$ cat src/rtl/popcnt_unary_gen.sv
// popcnt_unary_gen: turns a binary count into a thermometer vector, one bit and one pulse per cycle
module popcnt_unary_gen #(
  parameter int DEPTH = 8,
  parameter int WIDTH = $clog2(DEPTH + 1)
) (
  input  logic             clk,
  input  logic             rst,
  input  logic             in_valid,
  output logic             in_ready,
  input  logic [WIDTH-1:0] in_count,
  output logic             pulse,
  output logic             busy,
  output logic             out_valid,
  input  logic             out_ready,
  output logic [DEPTH-1:0] therm,
  output logic             sat
);
  localparam logic [1:0] IDLE  = 2'd0;
  localparam logic [1:0] SHIFT = 2'd1;
  localparam logic [1:0] DONE  = 2'd2;
  localparam logic [WIDTH-1:0] dmax = WIDTH'(DEPTH);
  logic [1:0] state, nxt;
  logic [WIDTH-1:0] rem, clamp;
  logic over;
  always_comb begin
    over  = in_count > dmax;
    clamp = over ? dmax : in_count;
    nxt   = state == IDLE  ? (in_valid ? (clamp != '0 ? SHIFT : DONE) : IDLE) :
            state == SHIFT ? (rem == WIDTH'(1) ? DONE : SHIFT) :
            state == DONE  ? (out_ready ? IDLE : DONE) : IDLE;
  end
  // Status outputs are registered from the next state so they line up with the state register.
  always_ff @(posedge clk) begin
    if (rst) begin
      state     <= IDLE;
      rem       <= '0;
      therm     <= '0;
      sat       <= 1'b0;
      pulse     <= 1'b0;
      out_valid <= 1'b0;
      in_ready  <= 1'b1;
      busy      <= 1'b0;
    end else begin
      state     <= nxt;
      pulse     <= nxt == SHIFT;
      out_valid <= nxt == DONE;
      in_ready  <= nxt == IDLE;
      busy      <= nxt != IDLE;
      if (state == IDLE && in_valid) begin
        rem   <= clamp;
        sat   <= over;
        therm <= '0;
      end else if (state == SHIFT) begin
        therm <= {therm[DEPTH-2:0], 1'b1};
        rem   <= rem - WIDTH'(1);
      end
    end
  end
endmodule

$ cat config.mk
export PLATFORM = sky130hd
export DESIGN_NAME = popcnt_unary_gen
export DESIGN_NICKNAME = d
export VERILOG_FILES = /design/src/rtl/popcnt_unary_gen.sv
export SDC_FILE = /design/constraint.sdc
export NUM_CORES = 1
export LEC_CHECK = 0
export CORE_MARGIN = 2
export CORE_UTILIZATION = 35
export CTS_BUF_LIST = sky130_fd_sc_hd__clkbuf_4 sky130_fd_sc_hd__clkbuf_8 sky130_fd_sc_hd__clkbuf_16
export DETAILED_ROUTE_END_ITERATION = 7
export PLACE_DENSITY_LB_ADDON = 0.08
export SYNTH_ARGS = -nofsm -noshare
export SYNTH_HDL_FRONTEND = slang
export SYNTH_SLANG_ARGS = --single-unit
$ cat constraint.sdc
create_clock -name clk -period 2.3 [get_ports clk]
set_clock_uncertainty 0.2 [all_clocks]
set_input_delay 0.345 -clock clk [delete_from_list [all_inputs] [get_ports clk]]
set_output_delay 0.345 -clock clk [all_outputs]
set_load 0.03 [all_outputs]
==> results of run 1 <==
placed cells by master, fill, tap and decap left out, drive strengths merged:
cell,instances
nor3b,1
a31oi,2
a221o,1
o311ai,1
a21oi,15
o21bai,1
a21o,1
nand2,18
nor2,4
inv,3
o32a,1
a221oi,1
ha,2
nor2b,1
buf,1
or3,1
or2,1
nand2b,6
clkdlybuf4s50,20
dfxtp,19
nand3b,1
o21ai,2
o31a,2
a32oi,1
a22oi,1
clkinv,1
clkbuf,3
nor4,2
registers in the layout, indices dropped and copies added (netlist names):
signal,flops
therm,8
busy,1
in_ready,1
pulse,1
rem,4
sat,1
out_valid,1
state,2
routing by layer:
| metal | vias to the layer above | part of all wire (%) | track usage, % |
|---|---|---|---|
| li1 | 367 | - | - |
| met5 | - | 0 | 0 |
| met1 | 330 | 49 | 18.2 |
| met2 | 12 | 46 | 22.4 |
| met3 | 2 | 4.0 | 2.59 |
| met4 | 0 | 0.74 | 5.26 |
worst min-delay path, stage by stage, from the launching register on:
cell and delay (ps):
dfxtp_1 330, nand2_1 50, a21oi_1 50
cell families after synthesis:
group / count (synthesis) / synth area share [%]
buffers and inverters: 8 / 4.40
adder cells (fa/ha/maj): 2 / 3.14
AND/OR/NAND/NOR: 35 / 21.5
AO/OA/AOI/OAI: 29 / 23.1
flip-flops: 19 / 47.8
where the power goes:
part	switching, uW	total (uW)	leakage (uW)	internal, uW
combinational	74.4	136	0.000185	61.9
sequential	20.8	370	0.000155	350
clock	104	168	0.0000177	64.6
cell type report:
class                           count  area (sq um)  share of cell area (%)
Sequential cell                    19           380                    36.5
Multi-Input combinational cell     66           380                    36.5
Tap cell                           28          35.0                    3.36
Inverter                            3          11.3                    1.08
Timing Repair Buffer               21           208                    19.9
Clock buffer                        3          22.5                    2.16
Clock inverter                      1          5.00                   0.480
stage by stage:
stage                     hold WS, ps  instances  cell area (sq um)  util, %
after floorplan                   280         93                796        -
after CTS                         262        141               1040     47.6
after global routing              304        141               1040     47.6
after global placement            243        137               1010     46.3
after detailed placement          246        137               1010     46.3
final                             261        141               1040     47.6
worst min-delay path by stage:
stage | endpoint | depth (start not counted) | slack [ps] | from
global placement | therm[7] | 2 | 240 | therm[7]
CTS | therm[7] | 2 | 260 | therm[7]
finish | therm[7] | 2 | 260 | therm[7]
global route | therm[6] | 2 | 300 | therm[5]
floorplan | rem[1] | 2 | 280 | rem[1]
detailed placement | therm[7] | 2 | 250 | therm[7]
==> impl_metrics.tcl, run 1 <==
set metrics [dict create \
    achievable-frequency_mhz 531 \
    yosysTopAreaCellShare_pct 47.8 \
    clkTransAtPathRegs_ps 110 \
    numCtsBuffers 3 \
    slowest_stage "clkdlybuf4s50_1" \
    period_share_pct 81.8 \
    ant_nets 0 \
    grt.total_usage_pct 13.9 \
    grt_overflow 0 \
    wl_per_cell_um 11.5 \
    synthFlopType "dfxtp_1" \
    drtIter0Drc 15 \
    drv_cap 0 \
    r2r-end "state[1]" \
    worst-path-stages 1 \
    synth_top_area_cell "dfxtp_1" \
    syn2layout_area_growth_pct 31.0 \
    grt_pass1_vias 645 \
    drc 0 \
    grt_pass1_wl_um 2770 \
    fp-row-count 17 \
    ctsResizeCount 0 \
    synthArstFlopShare_pct 0 \
    status "finished clean" \
    critical_path.top_delay_family "buffers and inverters" \
    fp.dieH_um 51.7 \
    rr_startpoint "state[0]" \
    cp_max_fo 3 \
    period_needed_ps 1880 \
    max-vdd-ir-drop_mv 0.344 \
    antenna_cells 0 \
    critical_path_buf_inv_count 1 \
    clockBufferDepth 2 \
    leakage_uw 0.000359 \
    path_cells "clkdlybuf4s50_1" \
    cts_hold_buffers 0 \
    synth_area_sq_um 796 \
    cts_max_level 1 \
    critPathRequiredTime_ps 1750 \
    ys_warn_count 0 \
    synth_nets 103 \
    die_x_um 51.7 \
    cp-start-kind "register" \
    syn_area_per_cell_sq_um 8.56 \
    synthDistinctLibCells 26 \
    antenna_found_initial 0 \
    cts_tree "done" \
    insertion_delay_ps 290 \
    setup_ws_ps 418 \
    synthTopCellsByArea "dfxtp_1 (48%), a21oi_1 (9.4%), nand2_1 (8.5%)" \
    max_slew_margin_pct 72.3 \
    dp_hpwl_um 1180 \
    grt_max_degree 13 \
    slew_violations 0 \
    yosysMostFrequentCell "dfxtp_1" \
    io_pins 21 \
    cp-end-kind "output port" \
    yosysSeqAreaShare_pct 47.8 \
    fillCellCount 220 \
    p_total_uw 675 \
    rrSetupSlack_ps 630 \
    reg2reg_depth 3 \
    drive_gt1_share_pct 6.19 \
    cts_setup_buffers 0 \
    tightest_slew_ps 413 \
    synth_edf_count 0 \
    power_density_nw_per_um2 648 \
    wirelength_um 1620 \
    setup_viol_count_final 0 \
    crit_end "therm[3]" \
    final_nets 124 \
    initial_core_util_pct 36.3 \
    worstSetupPathType "reg -> out" \
    finalHoldViolations 0 \
    dp_slack_ps 365 \
    numClockSinks 19 \
    io_buffers 20 \
    core_sq_um 2190 \
    grt_setup_unrepaired "no" \
    startpoint "therm[3]" \
    syn_inst 93 \
    final.setup.tns_ps 0 \
    place_congestion 0.721 \
    holdCritPathClass "reg -> reg" \
    yosys-top-cells-count "dfxtp_1 (19), nand2_1 (18), a21oi_1 (15)" \
    viasPerCell 5.04 \
    dieArea_sq_um 2670 \
    drtPass1Iterations 4 \
    synth.ff_latch_count 19 \
    slowest_delay_ps 680 \
    cts-root-buf "clkbuf_4" \
    timing.critical_path.arrival_ps 1340 \
    via_count 711 \
]
(Power assumes the default switching activity.)
==> run 2: changes to the inputs <==
Clock period 2.3 ns to 1.6 ns, I/O delays scaled along.
==> impl_metrics.tcl, run 2 (synthesized netlist as in run 1, its figures left out) <==
set metrics [dict create \
    status "finished clean" \
    final_nets 133 \
    rr_startpoint "rem[0]" \
    io_buffers 20 \
    dieArea_sq_um 2670 \
    drc 0 \
    grt_setup_unrepaired "no" \
    fp.dieH_um 51.7 \
    grtUsageMet3_pct 5.17 \
    clockBufferDepth 2 \
    syn2layout_area_growth_pct 39.0 \
    grtUsageMet2_pct 23.9 \
    drtPass1Iterations 4 \
    place_congestion 0.744 \
    achievable-frequency_mhz 670 \
    swShare_pct 28.6 \
    setup_viol_count_final 0 \
    drtIter0Drc 8 \
    p_seq_share_pct 53.1 \
    initial_core_util_pct 36.3 \
    core_sq_um 2190 \
    drv_cap 0 \
    power_density_nw_per_um2 914 \
    path_cells "dlygate4sd2_1" \
    mostFrequentLayoutCell "nand2_1" \
    whs_ps 255 \
    antenna_cells 0 \
    final_cell_mix "nand2_1 (18), dfxtp_1 (16), a21oi_1 (15)" \
    fp-row-count 17 \
    cp_max_fo 3 \
    timing.critical_path.arrival_ps 1050 \
    slew_violations 0 \
    cts_hold_buffers 0 \
    insertion_delay_ps 290 \
    comb_power_share_pct 21.4 \
    io_pins 21 \
    die_x_um 51.7 \
    p_int_uw 721 \
    power_switching_uw 290 \
    clkPwrFrac_pct 25.5 \
    cp-end-kind "output port" \
    fillCellCount 235 \
    top_regs "therm (8), rem (4), state (2)" \
    grt_overflow 0 \
    hp-start "therm[7]" \
    cts_setup_buffers 0 \
    cts_max_level 1 \
    grt_pass1_vias 669 \
    rrSetupSlack_ps 130 \
    grt_max_degree 11 \
    largest-register "therm" \
    clkTransAtPathRegs_ps 100 \
    largest_register_ffs 8 \
    tightest_slew_ps 377 \
    max_slew_margin_pct 74.6 \
    via_count 741 \
    worstSetupPathType "reg -> out" \
    wl_per_cell_um 11.6 \
    reg2reg_depth 4 \
    holdCritPathClass "reg -> reg" \
    critical_path_buf_inv_count 1 \
    slowest_stage "dlygate4sd2_1" \
    grt.total_usage_pct 16.1 \
    ant_nets 0 \
    finalHoldViolations 0 \
    max-vdd-ir-drop_mv 0.400 \
    leakage_uw 0.000457 \
    grt_pass1_wl_um 3170 \
    viasPerCell 4.94 \
    r2r-end "rem[1]" \
    min_path_cells 2 \
    met1_usage_pct 22.1 \
    antenna_found_initial 0 \
    slowest_delay_ps 400 \
    critical_path.top_delay_family "buffers and inverters" \
    whs_endpoint "therm[7]" \
    drive_gt1_share_pct 15.6 \
    wirelength_um 1740 \
    fin_area_sq_um 1110 \
    numCtsBuffers 3 \
    cts_tree "done" \
    dp_hpwl_um 1290 \
    period_needed_ps 1490 \
    period_share_pct 93.3 \
    cts-root-buf "clkbuf_4" \
    gr-max-usage-layer "met2" \
    numClockSinks 19 \
    cp-start-kind "register" \
    critPathRequiredTime_ps 1160 \
    instances_no_fill 150 \
    dp.cells 146 \
    placed_cell_area_sq_um 1080 \
]
==> run 2: per-layer routing <==
layer,part of all wire (%),wire [um],vias up
met5,0,0,-
met4,0.81,14,0
met3,2.8,48,2
met2,43,748,10
met1,53,924,346
li1,-,-,383
==> run 2: repair_timing <==
item                       in CTS  in global routing
gates resized for setup        13                  4
pin swaps                       0                  1
setup endpoints to repair      13                  9
==> run 2: cell type report <==
| type | count | area, sq um | area share (%) |
|---|---|---|---|
| multi-input combinational | 66 | 387 | 35.0 |
| sequential | 19 | 384 | 34.7 |
| inverter | 3 | 11.3 | 1.02 |
| tap | 28 | 35.0 | 3.17 |
| clock buffer | 4 | 30.0 | 2.71 |
| timing repair buffer | 30 | 259 | 23.4 |
==> run 2: tightest hold or removal path: cells and delay by family (launching register included) <==
kind | cells | cell delay [ps]
AO/OA/AOI/OAI | 1 | 50
flip-flops | 1 | 320
AND/OR/NAND/NOR | 1 | 50
==> run 2: worst max-delay path by stage <==
stage,startpoint,to,slack (ps),depth (start not counted)
after floorplan,state[0],out_valid,180,5
after global placement,in_valid,sat,-130,5
after detailed placement,in_valid,sat,-200,5
after CTS,state[1],sat,50,4
after global routing,therm[1],therm[1],40,1
final,therm[2],therm[2],110,1
==> run 2: metrics by stage <==
stage	util [%]	setup WS, ps	total power (uW)	setup TNS [ps]
after floorplan	-	179	667	0
after global placement	49.4	-130	763	-1170
after detailed placement	49.4	-201	765	-1800
after CTS	50.0	47.0	1020	0
after global routing	50.5	36.6	1080	0
final	50.5	108	1010	0
==> run 2: power by group through the flow <==
stage,logic [uW],registers (uW),clock network [uW]
2_1_floorplan,111,557,0
3_3_place_gp,220,543,0
3_5_place_dp,221,544,0
4_1_cts,214,533,272
5_1_grt,245,541,294
6_report,217,536,258
==> run 3: changes to the inputs <==
Settings changed: CORE_UTILIZATION 35 to 41, HOLD_SLACK_MARGIN set to 0.02, SLEW_MARGIN set to 30.
==> impl_metrics.tcl, run 3 (synthesized netlist as in run 1, its figures left out) <==
set metrics [dict create \
    top_regs "therm (8), rem (4), state (2)" \
    cts_setup_buffers 0 \
    hp-start "therm[3]" \
    mostFrequentLayoutCell "nand2_1" \
    drive_gt1_share_pct 14.8 \
    fin_area_sq_um 1100 \
    cp-start-kind "register" \
    p_int_uw 720 \
    antenna_cells 0 \
    clkTransAtPathRegs_ps 110 \
    ctsResizeCount 13 \
    io_pins 21 \
    power_density_nw_per_um2 910 \
    largest_register_ffs 8 \
    wirelength_um 1590 \
    syn2layout_area_growth_pct 38.4 \
    whs_endpoint "therm[4]" \
    insertion_delay_ps 290 \
    leakage_uw 0.000457 \
    rr_startpoint "rem[0]" \
    numClockSinks 19 \
    fp.dieH_um 48.1 \
    instances_no_fill 147 \
    ant_nets 0 \
    place_congestion 0.832 \
    critPathRequiredTime_ps 1620 \
    grt_setup_unrepaired "no" \
    setup_viol_count_final 0 \
    swShare_pct 28.1 \
    worstSetupPathType "reg -> reg" \
    r2r-end "rem[1]" \
    antenna_found_initial 0 \
    cts_tree "done" \
    clockBufferDepth 2 \
    placed_cell_area_sq_um 1080 \
    dp.cells 143 \
    max_slew_margin_pct 76.2 \
    cp-end-kind "register" \
    viasPerCell 5.00 \
    grt_pass1_wl_um 2580 \
    final_cell_mix "nand2_1 (18), dfxtp_1 (17), a21oi_1 (15)" \
    io_buffers 20 \
    grt_max_degree 11 \
    die_x_um 48.1 \
    initial_core_util_pct 44.6 \
    via_count 735 \
    timing.critical_path.arrival_ps 1510 \
    largest-register "therm" \
    grt.total_usage_pct 16.0 \
    dp_hpwl_um 1200 \
    fp-row-count 15 \
    cp_max_fo 5 \
    wl_per_cell_um 10.8 \
    drv_cap 0 \
    min_path_cells 2 \
    reg2reg_depth 4 \
    slew_violations 0 \
    tightest_slew_ps 356 \
    grt_overflow 0 \
    finalHoldViolations 0 \
    p_seq_share_pct 53.3 \
    rrSetupSlack_ps 110 \
    grt_pass1_vias 604 \
    achievable-frequency_mhz 671 \
    drc 0 \
    comb_power_share_pct 21.4 \
    numCtsBuffers 3 \
    clkPwrFrac_pct 25.3 \
    power_switching_uw 282 \
    dieArea_sq_um 2310 \
    core_sq_um 1780 \
    drtIter0Drc 17 \
    holdCritPathClass "reg -> reg" \
    final_nets 133 \
    period_share_pct 93.1 \
    period_needed_ps 1490 \
    cts_hold_buffers 0 \
    cts_max_level 1 \
    cts-root-buf "clkbuf_4" \
    max-vdd-ir-drop_mv 0.458 \
    status "finished clean" \
    drtPass1Iterations 6 \
]
## run 3: layer usage
metal / global-route usage [%] / up-vias / part of all wire (%)
li1: - / 384 / -
met1: 21.2 / 328 / 49
met2: 26.1 / 23 / 46
met3: 3.40 / 0 / 4.3
met4: 4.86 / 0 / 0
met5: 0 / - / 0
## run 3: cell type report
cell class / count / area (sq um)
inverter: 3 / 11.3
sequential: 19 / 383
clock buffer: 4 / 30.0
multi-input combinational: 66 / 387
tap: 25 / 31.3
fill: 172 / 682
timing repair buffer: 30 / 259
## run 3: worst max path at each step
stage	from	endpoint	slack, ps
floorplan	state[0]	out_valid	180
global placement	in_valid	sat	-80
detailed placement	in_valid	sat	-150
CTS	rem[0]	rem[1]	50
global route	state[1]	sat	10
finish	rem[0]	rem[1]	110
## run 3: power by group through the flow
stage	clock (uW)	combinational [uW]	sequential (uW)
2_1_floorplan	0	111	557
3_3_place_gp	0	218	542
3_5_place_dp	0	220	543
4_1_cts	260	212	531
5_1_grt	281	236	541
6_report	254	214	535
## run 3: through the flow
step / TNS (ps) / worst slack, ps / hold slack (ps) / total power [uW] / util [%]
floorplan: 0 / 179 / 201 / 667 / -
global placement: -625 / -80.4 / 243 / 760 / 60.5
detailed placement: -1040 / -148 / 258 / 762 / 60.5
CTS: 0 / 45.8 / 270 / 1000 / 61.3
global route: 0 / 13.8 / 289 / 1060 / 61.8
finish: 0 / 110 / 268 / 1000 / 61.8
## run 3: critical path, stage by stage (launching register included)
cell and delay (ps):
dfxtp_2 380, inv_1 80, ha_1 300, a221o_1 320, a21oi_1 140
